===== src/rtl/div_seq_32_pkg.sv =====
// Shared definitions for the sequential 32-bit divider.
// FSM encoding, step count and the divide-by-zero quotient.
package div_seq_32_pkg;

  typedef enum logic [1:0] {
    IDLE = 2'd0,
    RUN  = 2'd1,
    DONE = 2'd2
  } state_e;

  localparam int          DIV_STEPS  = 32;
  localparam logic [31:0] DIV_ZERO_Q = 32'hFFFF_FFFF;

  // Two's-complement negate when neg is set.
  function automatic logic [31:0] neg32(
    input logic [31:0] v,
    input logic        neg
  );
    return neg ? (~v + 32'd1) : v;
  endfunction

endpackage


===== src/rtl/div_seq_32_sub.sv =====
// 33-bit trial subtractor used by the restoring divider.
// borrow is set when b > a (difference would be negative).
module sub_33 (
  input  logic [32:0] a,
  input  logic [32:0] b,
  output logic [32:0] difference,
  output logic        borrow
);

  // Extend to 34 bits so the top bit is the borrow out.
  assign {borrow, difference} = {1'b0, a} - {1'b0, b};

endmodule


===== src/rtl/div_seq_32.sv =====
// Sequential 32-bit restoring divider, one quotient bit per cycle.
// Define DIV_SIGNED_EN to enable signed (DIV) operation via is_signed.
module div_seq_32
  import div_seq_32_pkg::*;
(
  input  logic        clk,
  input  logic        rst,
  input  logic        start,
  input  logic [31:0] dividend,
  input  logic [31:0] divisor,
  input  logic        is_signed,
  output logic        busy,
  output logic        done,
  output logic [31:0] quotient,
  output logic [31:0] remainder,
  output logic        div_by_zero
);

  state_e      state_q, state_d;
  logic [4:0]  cnt_q, cnt_d;
  logic [31:0] rem_q, rem_d;
  logic [31:0] quo_q, quo_d;
  logic [31:0] dvs_q, dvs_d;
  logic        zero_q, zero_d;
  logic        busy_q, busy_d;
  logic        done_q, done_d;
  logic [31:0] quotient_q, quotient_d;
  logic [31:0] remainder_q, remainder_d;
  logic        flag_q, flag_d;

  logic [31:0] dd_mag, dv_mag;
  logic [32:0] diff;
  logic        borrow;
  logic        unused_bits;

`ifdef DIV_SIGNED_EN
  logic neg_q_q, neg_q_d;
  logic neg_r_q, neg_r_d;

  assign dd_mag = neg32(dividend, is_signed & dividend[31]);
  assign dv_mag = neg32(divisor, is_signed & divisor[31]);
  assign unused_bits = diff[32];
`else
  assign dd_mag = dividend;
  assign dv_mag = divisor;
  assign unused_bits = diff[32] ^ is_signed;
`endif

  sub_33 u_sub (
    .a          ({rem_q, quo_q[31]}),
    .b          ({1'b0, dvs_q}),
    .difference (diff),
    .borrow     (borrow)
  );

  // Next-state, datapath step and registered output computation.
  always_comb begin
    state_d     = state_q;
    cnt_d       = cnt_q;
    rem_d       = rem_q;
    quo_d       = quo_q;
    dvs_d       = dvs_q;
    zero_d      = zero_q;
    busy_d      = (state_q != IDLE);
    done_d      = 1'b0;
    quotient_d  = quotient_q;
    remainder_d = remainder_q;
    flag_d      = flag_q;
`ifdef DIV_SIGNED_EN
    neg_q_d     = neg_q_q;
    neg_r_d     = neg_r_q;
`endif
    unique case (state_q)
      IDLE: begin
        if (start) begin
          dvs_d  = dv_mag;
          cnt_d  = 5'd0;
          zero_d = (divisor == 32'd0);
`ifdef DIV_SIGNED_EN
          neg_q_d = is_signed & (dividend[31] ^ divisor[31]);
          neg_r_d = is_signed & dividend[31];
`endif
          if (divisor == 32'd0) begin
            quo_d   = DIV_ZERO_Q;
            rem_d   = dividend;
            state_d = DONE;
          end else begin
            quo_d   = dd_mag;
            rem_d   = 32'd0;
            state_d = RUN;
          end
        end
      end
      RUN: begin
        rem_d = borrow ? {rem_q[30:0], quo_q[31]} : diff[31:0];
        quo_d = {quo_q[30:0], ~borrow};
        cnt_d = cnt_q + 5'd1;
        if (cnt_q == 5'(DIV_STEPS - 1)) begin
          state_d = DONE;
        end
      end
      DONE: begin
        done_d  = 1'b1;
        flag_d  = zero_q;
        state_d = IDLE;
`ifdef DIV_SIGNED_EN
        if (zero_q) begin
          quotient_d  = quo_q;
          remainder_d = rem_q;
        end else begin
          quotient_d  = neg32(quo_q, neg_q_q);
          remainder_d = neg32(rem_q, neg_r_q);
        end
`else
        quotient_d  = quo_q;
        remainder_d = rem_q;
`endif
      end
      default: begin
        state_d = IDLE;
      end
    endcase
  end

  // State, datapath and output registers with async reset.
  always_ff @(posedge clk or posedge rst) begin
    if (rst) begin
      state_q     <= IDLE;
      cnt_q       <= 5'd0;
      rem_q       <= 32'd0;
      quo_q       <= 32'd0;
      dvs_q       <= 32'd0;
      zero_q      <= 1'b0;
      busy_q      <= 1'b0;
      done_q      <= 1'b0;
      quotient_q  <= 32'd0;
      remainder_q <= 32'd0;
      flag_q      <= 1'b0;
`ifdef DIV_SIGNED_EN
      neg_q_q     <= 1'b0;
      neg_r_q     <= 1'b0;
`endif
    end else begin
      state_q     <= state_d;
      cnt_q       <= cnt_d;
      rem_q       <= rem_d;
      quo_q       <= quo_d;
      dvs_q       <= dvs_d;
      zero_q      <= zero_d;
      busy_q      <= busy_d;
      done_q      <= done_d;
      quotient_q  <= quotient_d;
      remainder_q <= remainder_d;
      flag_q      <= flag_d;
`ifdef DIV_SIGNED_EN
      neg_q_q     <= neg_q_d;
      neg_r_q     <= neg_r_d;
`endif
    end
  end

  assign busy        = busy_q;
  assign done        = done_q;
  assign quotient    = quotient_q;
  assign remainder   = remainder_q;
  assign div_by_zero = flag_q;

endmodule


===== config.mk =====
export PLATFORM = sky130hd
export DESIGN_NAME = div_seq_32
export DESIGN_NICKNAME = d
export VERILOG_FILES = /design/src/rtl/div_seq_32_pkg.sv /design/src/rtl/div_seq_32_sub.sv /design/src/rtl/div_seq_32.sv
export SDC_FILE = /design/constraint.sdc
export NUM_CORES = 1
export LEC_CHECK = 0
export ABC_AREA = 1
export BUFFER_PORTS_ARGS = -buffer_cell sky130_fd_sc_hd__buf_2
export CAP_MARGIN = 10
export CORE_AREA = 2 2 130 158
export CTS_BUF_LIST = sky130_fd_sc_hd__clkbuf_8
export CTS_CLUSTER_DIAMETER = 40
export DETAILED_ROUTE_END_ITERATION = 16
export DIE_AREA = 0 0 132 160
export PLACE_DENSITY = 0.88
export SETUP_SLACK_MARGIN = 0.1
export SLEW_MARGIN = 25
export SYNTH_ARGS = -nofsm -noshare
export SYNTH_HDL_FRONTEND = slang
export SYNTH_SLANG_ARGS = --single-unit

===== constraint.sdc =====
create_clock -name clk -period 4.8 [get_ports clk]
set_input_delay 0 -clock clk [delete_from_list [all_inputs] [get_ports clk]]
set_output_delay 0 -clock clk [all_outputs]
set_load 0.02 [all_outputs]

# Word-level counts from Yosys, hierarchy flattened
# Index checks and enable logic that the tools add are counted.
# totals
wordCells	40
in_bits	68
output_inout_bits	67
ff_bits	171
# classes
eq_ne	5
reduce_logical	7
mux	14
bitwise	1
n_addsub	2
# op_table
op	count
32-bit 2-to-1 mux	5
32-bit case mux with 2 select lines	2
33-bit by 32-bit subtractor with 34-bit output	1
32-bit logical NOT	1
5-bit case mux with 2 select lines	1
2-bit 2-to-1 mux	3
2-bit AND reduction	3
5-bit by 1-bit adder with 5-bit output (second input constant)	1
5-bit == test (second input constant)	1
5-bit 2-to-1 mux	1
2-bit != test (second input constant)	2
2-bit case mux with 2 select lines	1
2-bit nonzero test	2
2-bit by 1-bit == test with 1-bit output (second input constant)	1
2-bit == test (second input constant)	1
2-bit logical NOT	1
1-bit 2-to-1 mux	1
1-bit inverter	1

# Depth between registers and ports, before layout
# Gate-level depths: netlist (run 1).
# logic_depth
ltp_word	4
depth_mapped	16
mapped_depth_nobuf	16

# Hierarchy
# A second synthesis (run 1) with hierarchy kept.
# hier_totals
hier_cells	1614
area_unflattened_um2	10654.0
# modules_own_cells
mod	cells_per_inst	instances	area_per_inst_um2	seq_area_each_um2
div_seq_32	1035	1	7987.7	4279.1
sub_33	579	1	2666.3	0.0

# Worst setup path before layout (run 1)
# No wires, ideal clock.
# synth_path
path_kind	register -> register
from	register quo_q[31]
to	register rem_q[28]
path_stages_with_launch	17
path_buffers	0
required_time_ns	4.723
setup_time_ns	0.077
synth_period_minus_slack_ns	1.932
arrival_time_ns	1.854
slack_ns	2.868
path_cell_list	dfrtp_1 > inv_1 > ha_1 > fa_1 > inv_1 > nand2_1 > nand2_1 > nand3_1 > nand2_1 > nand2_1 > nand2_1 > nand2_1 > nand2_1 > nand2_1 > nand3_2 > nand2_1 > a21oi_1
# synth_via
elab_chain_len	3
# synth_rtl
item	line_no	text
start: declaration	div_seq_32.sv:22	logic [31:0] quo_q, quo_d;
start signal: assignment	div_seq_32.sv:147	quo_q <= quo_d;
33-bit by 32-bit subtractor with 34-bit output	div_seq_32_sub.sv:11	assign {borrow, difference} = {1'b0, a} - {1'b0, b};
32-bit 2-to-1 mux	div_seq_32.sv:95	rem_d = borrow ? {rem_q[30:0], quo_q[31]} : diff[31:0];
32-bit case mux with 2 select lines	div_seq_32.sv:73	unique case (state_q)
end signal: assignment	div_seq_32.sv:146	rem_q <= rem_d;
end: declaration	div_seq_32.sv:21	logic [31:0] rem_q, rem_d;
# Every way passes these cells.
# A chain may end at the register's enable or synchronous reset.

# Final worst setup path (run 1)
# layout_path
from	register rem_q[27]
to	register rem_q[31]
# layout_via
elab_chain_len	3
# layout_rtl
item	line_no
33-bit by 32-bit subtractor with 34-bit output	div_seq_32_sub.sv:11
32-bit 2-to-1 mux	div_seq_32.sv:95
32-bit case mux with 2 select lines	div_seq_32.sv:73
# Every way passes these cells.

==> results of run 1 <==
how the worst min path moves through the flow:
| stage | slack (ps) | cells after the start | startpoint | endpoint |
|---|---|---|---|---|
| 6_report | 20 | 5 | dividend[2] | quo_q[2] |
| 5_1_grt | 30 | 5 | dividend[2] | rem_q[2] |
| 4_1_cts | 3 | 5 | dividend[2] | rem_q[2] |
| 3_5_place_dp | 90 | 2 | rst | remainder[1] |
| 3_3_place_gp | 70 | 2 | rst | remainder[2] |
| 2_1_floorplan | 120 | 2 | divisor[10] | dvs_q[10] |
registers in the layout, indices dropped and copies added, names as in the netlist:
register and cells:
quotient 32, div_by_zero 1, dvs_q 32, zero_q 1, busy 1, remainder 32
quo_q 32, state_q 2, cnt_q 5, rem_q 32, done 1
cells in the mapped netlist (all sizes together):
library cell,instances
nand2,449
inv,278
dfrtp,171
o21ai,118
nand3,81
nor2,60
a21oi,52
ha,34
clkbuf,32
o22ai,29
a22oi,26
a21boi,25
buf,23
nand4,14
xnor2,13
and2,4
nand3b,4
xor2,3
a22o,2
nor4,2
a31oi,1
and3,1
clkinv,1
fa,1
nor3,1
o211ai,1
o21bai,1
final cells by class:
type                            instances  area (um^2)  share of cell area [%]
Clock inverter                         14          150                    1.21
Timing Repair Buffer                  206         1370                    11.1
Multi-Input combinational cell        922         4990                    40.2
Inverter                              279         1050                    8.48
Sequential cell                       171         4280                    34.4
Tap cell                              265          332                    2.67
Clock buffer                           18          248                    1.99
routing by layer:
metal,global-route usage [%],wire (um)
met5,0,0
met1,35.0,11800
met2,48.1,14400
met3,2.86,1420
met4,15.9,1590
metrics by stage:
step / utilization (%) / setup WS [ps] / instance area (um^2) / hold slack (ps)
6_report: 62.9 / 2190 / 12400 / 24.0
4_1_cts: 62.9 / 2230 / 12400 / 3.49
2_1_floorplan: - / 168 / 10600 / 121
3_3_place_gp: 57.7 / 2290 / 11400 / 70.9
5_1_grt: 62.9 / 2040 / 12400 / 29.0
3_5_place_dp: 57.7 / 2280 / 11400 / 85.7
critical path: cells and delay by family, from the launching register on:
family / cells / cell delay (ps)
and+or+nand+nor: 7 / 1320
AOI/OAI and AO/OA: 3 / 380
adders and majority gates: 1 / 390
DFF: 1 / 420
cells by family after synthesis:
logic type                 synth area share (%)
adders and majority gates                  4.21
buffers and inverters                      12.6
and+or+nand+nor                            26.8
DFF                                        40.4
AOI/OAI and AO/OA                          14.7
xor gates and xnor gates                   1.32
repair_timing:
| action | CTS | global route |
|---|---|---|
| hold endpoints to repair | 146 | 0 |
| gates resized for setup | 0 | 0 |
| hold buffers | 64 | 0 |
| endpoints found under the setup margin | 0 | 0 |
==> implementation parameters, run 1 <==
Parameter                              Value

Outcome
  Status ... completed

Clocking
  Count of buffers added by post-CTS timing repair for setup ... 0
  Clock Latency Late Sink ... 480 ps
  Clock buffer depth ... 2
  Maximum level of the CTS H-tree ... 4
  Clock tree from TritonCTS ... done
  Clock slew seen by the registers of the worst setup and hold paths ... ~110 ps
  Clk Tree Root Cell ... clkbuf_8
  Clock net sink count ... approximately 170
  Number of CTS-inserted buffers ... 17

Finish
  Area added between synthesis and finish ... 17.4%
  Number of nets at the end of the flow ... 1700
  Most used cells in the layout excluding fill and tap cells ... 409 x nand2_1, 270 x inv_1, 171 x dfrtp_1
  Share of layout cells above drive strength 1 ... 18.0%
  Cell Count, Final, Fillers Out ... roughly 1900
  Fillcell total ... ~1700
  Diode insertion count for antenna repair ... 0
  Most common cell after layout, fill and taps aside ... nand2_1

STA
  Clock skew after layout ... roughly 15 ps
  Setup repair after global routing missed its margin ... no
  Final count of hold timing violations ... 0
  Final setup violation count ... 0
  Worst-case headroom to the max-slew limit ... between 40% and 50%
  Min cycle time layout ... approximately 2600 ps
  Maximum operating frequency ... ~380 MHz
  Final-layout setup total negative slack ... 0 ps
  Max Slew Vio Count ... 0
  Final worst path period share ... a little over half
  Slew at the pin closest to its max-slew limit ... slightly above 800 ps

Yosys
  Total number of yosys warnings ... 0
  Synthesized netlist cell count ... approximately 1400
  Dominant cell type by area after synthesis ... dfrtp_1
  Syn Nets ... around 1500
  Flop and latch count out of synthesis ... ~170
  Seq/Total Area, Yosys ... about 40%
  Share of the synthesized area in the top cell type ... between 40% and 50%
  Syn_area_per_cell ... roughly 7.4 um^2
  Area of the mapped netlist ... about 0.011 mm^2
  Unique masters post-synth ... 43
  Top cells by area in the synthesized netlist ... dfrtp_1 40%, nand2_1 15%, inv_1 9.6%

Worst setup path
  Endpoint class of the critical path ... flip-flop
  Reg-to-reg slack, setup ... ~2200 ps
  Critical register-to-register path endpoint ... rem_q[31]
  Sort of element at the start of the critical path ... flip-flop
  Biggest fanout along the worst timing path ... 33
  Crit-path most repeated cell ... nand2_1
  Data arrival time of the critical path ... a little under 3000 ps
  Setup crit end ... rem_q[31]
  Slowest cell on the critical path ... nor2_8
  Cell chain of the critical path ... ha_1, a21oi_2, o21ai_1, nand2_1, nand3_2, nor2_8, nand2_8, nand2_4, nand2_1, nand2_1, a21oi_1
  Crit Path Category ... flip-flop to flip-flop
  Critical path's largest stage delay ... 450 ps
  Worst flop-to-flop path startpoint ... rem_q[27]
  Worst EP required ... roughly 5200 ps
  Critical Path Source ... rem_q[27]
  Number of cell instances on the worst register-to-register path ... 11

Detailed routing
  Drt initial violations ... 876
  Number of antenna-violating nets in the routed design ... 0
  Total DRC errors in the routed layout ... 0
  Mean routed wirelength per cell ... 15.6 um
  Total wirelength of the detailed-routed design ... about 30000 um
  Total via count after detailed routing ... 9891
  Drt via density ... ~5.3
  Number of search-and-repair iterations in the first detailed-routing pass ... 6

Floorplan
  Io pins ... between 100 and 150
  Die Outline Area ... about 0.021 mm^2
  Core Footprint ... a little under 0.02 mm^2
  Number of rows created at floorplan ... 57
  Initial cell density of the core ... 53.6%
  Vertical die dimension ... approximately 160 um
  Die span in x ... about 130 um

Global route
  Pin count of the biggest net entering global routing ... 95
  Tot GR Track Use ... 28.2%
  Number of antenna violations at the first check in global routing ... 0
  Vias in the first global route ... approximately 9600
  Grt ovf ... 0
  Wire length of the first global-routing pass ... 47600 um

Place
  Routability Congestion ... 0.983
  Post-detailed-placement half-perimeter wirelength ... 21100 um
  Number of cells in the design after placement ... about 1800
  Number of I/O port buffers ... 133

Worst hold path
  Worst min path class ... primary input to flip-flop

Job
  Max cap viols ... 0
Power of run 1 is not shown: default switching activity piles up to over one toggle a cycle in this logic, so the estimate is an artifact.
==> inputs of run 2 (changes only) <==
--- a/config.mk
+++ b/config.mk
@@ -5,14 +5,14 @@
 export SDC_FILE = /design/constraint.sdc
 export NUM_CORES = 1
 export LEC_CHECK = 0
-export ABC_AREA = 1
+export ABC_AREA = 0
 export BUFFER_PORTS_ARGS = -buffer_cell sky130_fd_sc_hd__buf_2
 export CAP_MARGIN = 10
-export CORE_AREA = 2 2 130 158
+export CORE_AREA = 2 2 122 148
 export CTS_BUF_LIST = sky130_fd_sc_hd__clkbuf_8
 export CTS_CLUSTER_DIAMETER = 40
 export DETAILED_ROUTE_END_ITERATION = 16
-export DIE_AREA = 0 0 132 160
+export DIE_AREA = 0 0 124 150
 export PLACE_DENSITY = 0.88
 export SETUP_SLACK_MARGIN = 0.1
 export SLEW_MARGIN = 25
==> constraint.sdc (replaced) <==
create_clock -name clk -period 2.2 [get_ports clk]
set_input_delay 0 -clock clk [delete_from_list [all_inputs] [get_ports clk]]
set_output_delay 0 -clock clk [all_outputs]
set_load 0.02 [all_outputs]
==> implementation parameters, run 2 <==
Parameter                              Value

Floorplan
  Io pins ... 135 (unchanged)
  Die span in x ... 124 um (-6.1%)
  Core Footprint ... 0.0172 mm^2 (-13%)
  Initial cell density of the core ... 52.7% (-0.87 points)
  Vertical die dimension ... 150 um (-6.3%)
  Die Outline Area ... 0.0186 mm^2 (-12%)
  Number of rows created at floorplan ... 53 (-7.0%)

STA
  Final setup violation count ... 33 (+33)
  Final worst path period share ... 129% (+75 points)
  Worst hold slack after final layout ... 41.7 ps (+17.7 ps)
  Final count of hold timing violations ... 0 (unchanged)
  Slew at the pin closest to its max-slew limit ... 726 ps (-81.0 ps)
  Maximum operating frequency ... 352 MHz (-8.2%)
  Final critical-path setup slack ... -640 ps (-2830 ps)
  Clock skew after layout ... 18.4 ps (+3.83 ps)
  Min cycle time layout ... 2840 ps (+232 ps)
  Max Slew Vio Count ... 0 (unchanged)
  Worst-case headroom to the max-slew limit ... 51.6% (+5.4 points)
  Setup repair after global routing missed its margin ... yes

Outcome
  Violations in the final reports ... negative setup slack
  Status ... finished with violations

Worst setup path
  Worst EP required ... 2580 ps (-2590 ps)
  Crit Path Category ... flip-flop to flip-flop
  Data arrival time of the critical path ... 3220 ps (+240 ps)
  Cell chain of the critical path ... ha_4, o211ai_1, a21oi_2, o2111ai_2, a211o_1, a2111oi_4, o21a_2, buf_12, buf_6, nand2_1, a31oi_1
  Sort of element at the start of the critical path ... flip-flop
  Worst flop-to-flop path startpoint ... rem_q[1]
  Biggest fanout along the worst timing path ... 9 (-73%)
  Critical path's largest stage delay ... 440 ps (about the same)
  Critical Path Source ... rem_q[1]
  Slowest cell on the critical path ... dfrtp_1
  Endpoint class of the critical path ... flip-flop

Detailed routing
  Mean routed wirelength per cell ... 18.2 um (+17%)
  Drt via density ... 5.74 (+8.8%)
  Drt initial violations ... 846 (-3.4%)
  Total wirelength of the detailed-routed design ... 30000 um (+2.4%)
  Number of antenna-violating nets in the routed design ... 0 (unchanged)
  Total via count after detailed routing ... 9438 (-4.6%)
  Total DRC errors in the routed layout ... 0 (unchanged)
  Number of search-and-repair iterations in the first detailed-routing pass ... 8 (+2)

Global route
  Wire length of the first global-routing pass ... 45400 um (-4.7%)
  Pin count of the biggest net entering global routing ... 96 (+1.1%)
  Tot GR Track Use ... 31.6% (+3.4 points)
  Number of antenna violations at the first check in global routing ... 1 (+1)
  Vias in the first global route ... 9159 (-4.2%)
  Grt ovf ... 0 (unchanged)

Yosys
  Most numerous cell in the Yosys netlist ... nand2_1
  Unique masters post-synth ... 61 (+42%)
  Total number of yosys warnings ... 0 (unchanged)
  Leading post-synthesis cells by instance count ... 288 x nand2_1, 171 x dfrtp_1, 84 x nor2_1, 54 x o21ai_0, 49 x clkbuf_1
  Most used flip-flop cell after synthesis ... dfrtp_1
  Syn_area_per_cell ... 8.54 um^2 (+15%)
  Synthesized netlist cell count ... 1065 (-25%)
  Top cells by area in the synthesized netlist ... dfrtp_1 47%, nand2_1 12%, ha_1 4.7%
  Seq/Total Area, Yosys ... 47.1% (+6.7 points)
  Syn Nets ... 1168 (-24%)
  Share of the synthesized area in the top cell type ... 47.1% (+6.7 points)
  Area of the mapped netlist ... 0.00909 mm^2 (-14%)
  Flop and latch count out of synthesis ... 171 (unchanged)
  Dominant cell type by area after synthesis ... dfrtp_1
  Share of async-settable or async-resettable flops after synthesis ... 100% (unchanged)
  Number of enable flip-flop cells after synthesis ... 0 (unchanged)

Clocking
  Clk Tree Root Cell ... clkbuf_8
  Clock tree from TritonCTS ... done
  Maximum level of the CTS H-tree ... 4 (unchanged)
  Clock net sink count ... 171 (unchanged)
  Clock slew seen by the registers of the worst setup and hold paths ... 100 ps (about the same)
  Number of CTS-inserted buffers ... 17 (unchanged)
  Clock Latency Late Sink ... 480 ps (about the same)
  Clock buffer depth ... 2 (unchanged)

Finish
  Final core occ ... 74.1% (+11 points)
  Most used cells in the layout excluding fill and tap cells ... 276 x nand2_1, 171 x dfrtp_1, 169 x buf_4
  Area added between synthesis and finish ... 40.5%
  Share of layout cells above drive strength 1 ... 29.8% (+12 points)
  Most common cell after layout, fill and taps aside ... nand2_1
  Fillcell total ... 1200 (-30%)
  Diode insertion count for antenna repair ... 0 (unchanged)
  Number of nets at the end of the flow ... 1515 (-11%)

Power
  Power Total ... 0.0234 W
  Power density relative to cell area ... 1840 mW/mm^2
  Leakage ... approximately 6.4 nW
  Peak supply drop ... 919 uV

Job
  Max cap viols ... 0 (unchanged)

Worst hold path
  Worst min path class ... primary input to async pin

Place
  Post-detailed-placement half-perimeter wirelength ... 20100 um (-4.8%)
  Number of I/O port buffers ... 133 (unchanged)
  Routability Congestion ... 0.969 (-1.5%)
-- run 2: kinds of logic (layout without fill, tap and decap cells) --
logic type               count (synthesis)  in the layout  share of synthesized area [%]
AND/OR/NAND/NOR                        485            485                           22.9
XOR/XNOR                                25             25                           2.41
adder cells (fa/ha/maj)                 35             35                           4.90
multiplexers                             5              5                          0.564
buffers and inverters                  104            464                           4.72
AO/OA/AOI/OAI                          240            240                           17.5
flip-flops                             171            171                           47.1
-- run 2: repair_timing --
action                     4_1_cts  5_1_grt
pin swaps                        8       13
cloned                           1        1
hold buffers                    65        0
resized for setup               25       41
hold endpoints to repair       248        0
setup buffers                    7        1
setup endpoints to repair       33       33
-- run 2: through the flow --
stage / std cells / instance area (um^2) / setup TNS (ps) / worst slack (ps)
finish: 1645 / 12800 / -17600 / -640
floorplan: 1065 / 9210 / -6690 / -300
global route: 1645 / 12800 / -21210 / -742
CTS: 1644 / 12600 / -14440 / -485
detailed placement: 1539 / 11400 / -15290 / -564
global placement: 1539 / 11400 / -13400 / -493
-- run 2: final timing paths --
kind	endpoint	slack, ps	cells past startpoint
setup / recovery	rem_q[13]	-640	11
hold / removal	quotient[6]	40	3
setup reg to reg	rem_q[13]	-640	11
hold reg to reg	remainder[25]	480	2
max in group asynchronous	dvs_q[26]	1330	4
min in group clk	dvs_q[0]	160	5
-- run 2: metal layers --
metal | wire, um | GRT usage, % | vias up | share of wire, %
met3 | 2150 | 5.64 | 107 | 7.2
li1 | - | - | 4366 | -
met4 | 1190 | 10.2 | 2 | 4.0
met1 | 12100 | 41.1 | 4490 | 40
met2 | 14500 | 53.2 | 473 | 49
met5 | 13 | 0 | - | 0.043
-- run 2: critical path, delay by kind of cell, from the launching register on --
family	cells	cell delay (ps)
buffers and inverters	2	290
AO/OA/AOI/OAI	7	1670
flip-flops	1	440
adder cells (fa/ha/maj)	1	280
AND/OR/NAND/NOR	1	60
-- run 2: layout make-up --
class / instances / area [um^2] / share of cell area (%)
timing repair buffer: 387 / 2910 / 22.8
multi-input combinational: 790 / 4740 / 37.1
sequential: 171 / 4280 / 33.5
clock buffer: 17 / 234 / 1.83
clock inverter: 15 / 155 / 1.21
inverter: 45 / 173 / 1.35
tap: 220 / 275 / 2.16
-- run 2: where the power goes --
| group | total (W) | internal [W] | switching (W) |
|---|---|---|---|
| logic | 0.0161 | 0.00784 | 0.00824 |
| registers | 0.00511 | 0.00431 | 0.000803 |
| clock network | 0.00227 | 0.000938 | 0.00133 |
| total | 0.0234 | 0.0131 | 0.0104 |
Note: power is estimated with default switching activity, not from simulation.
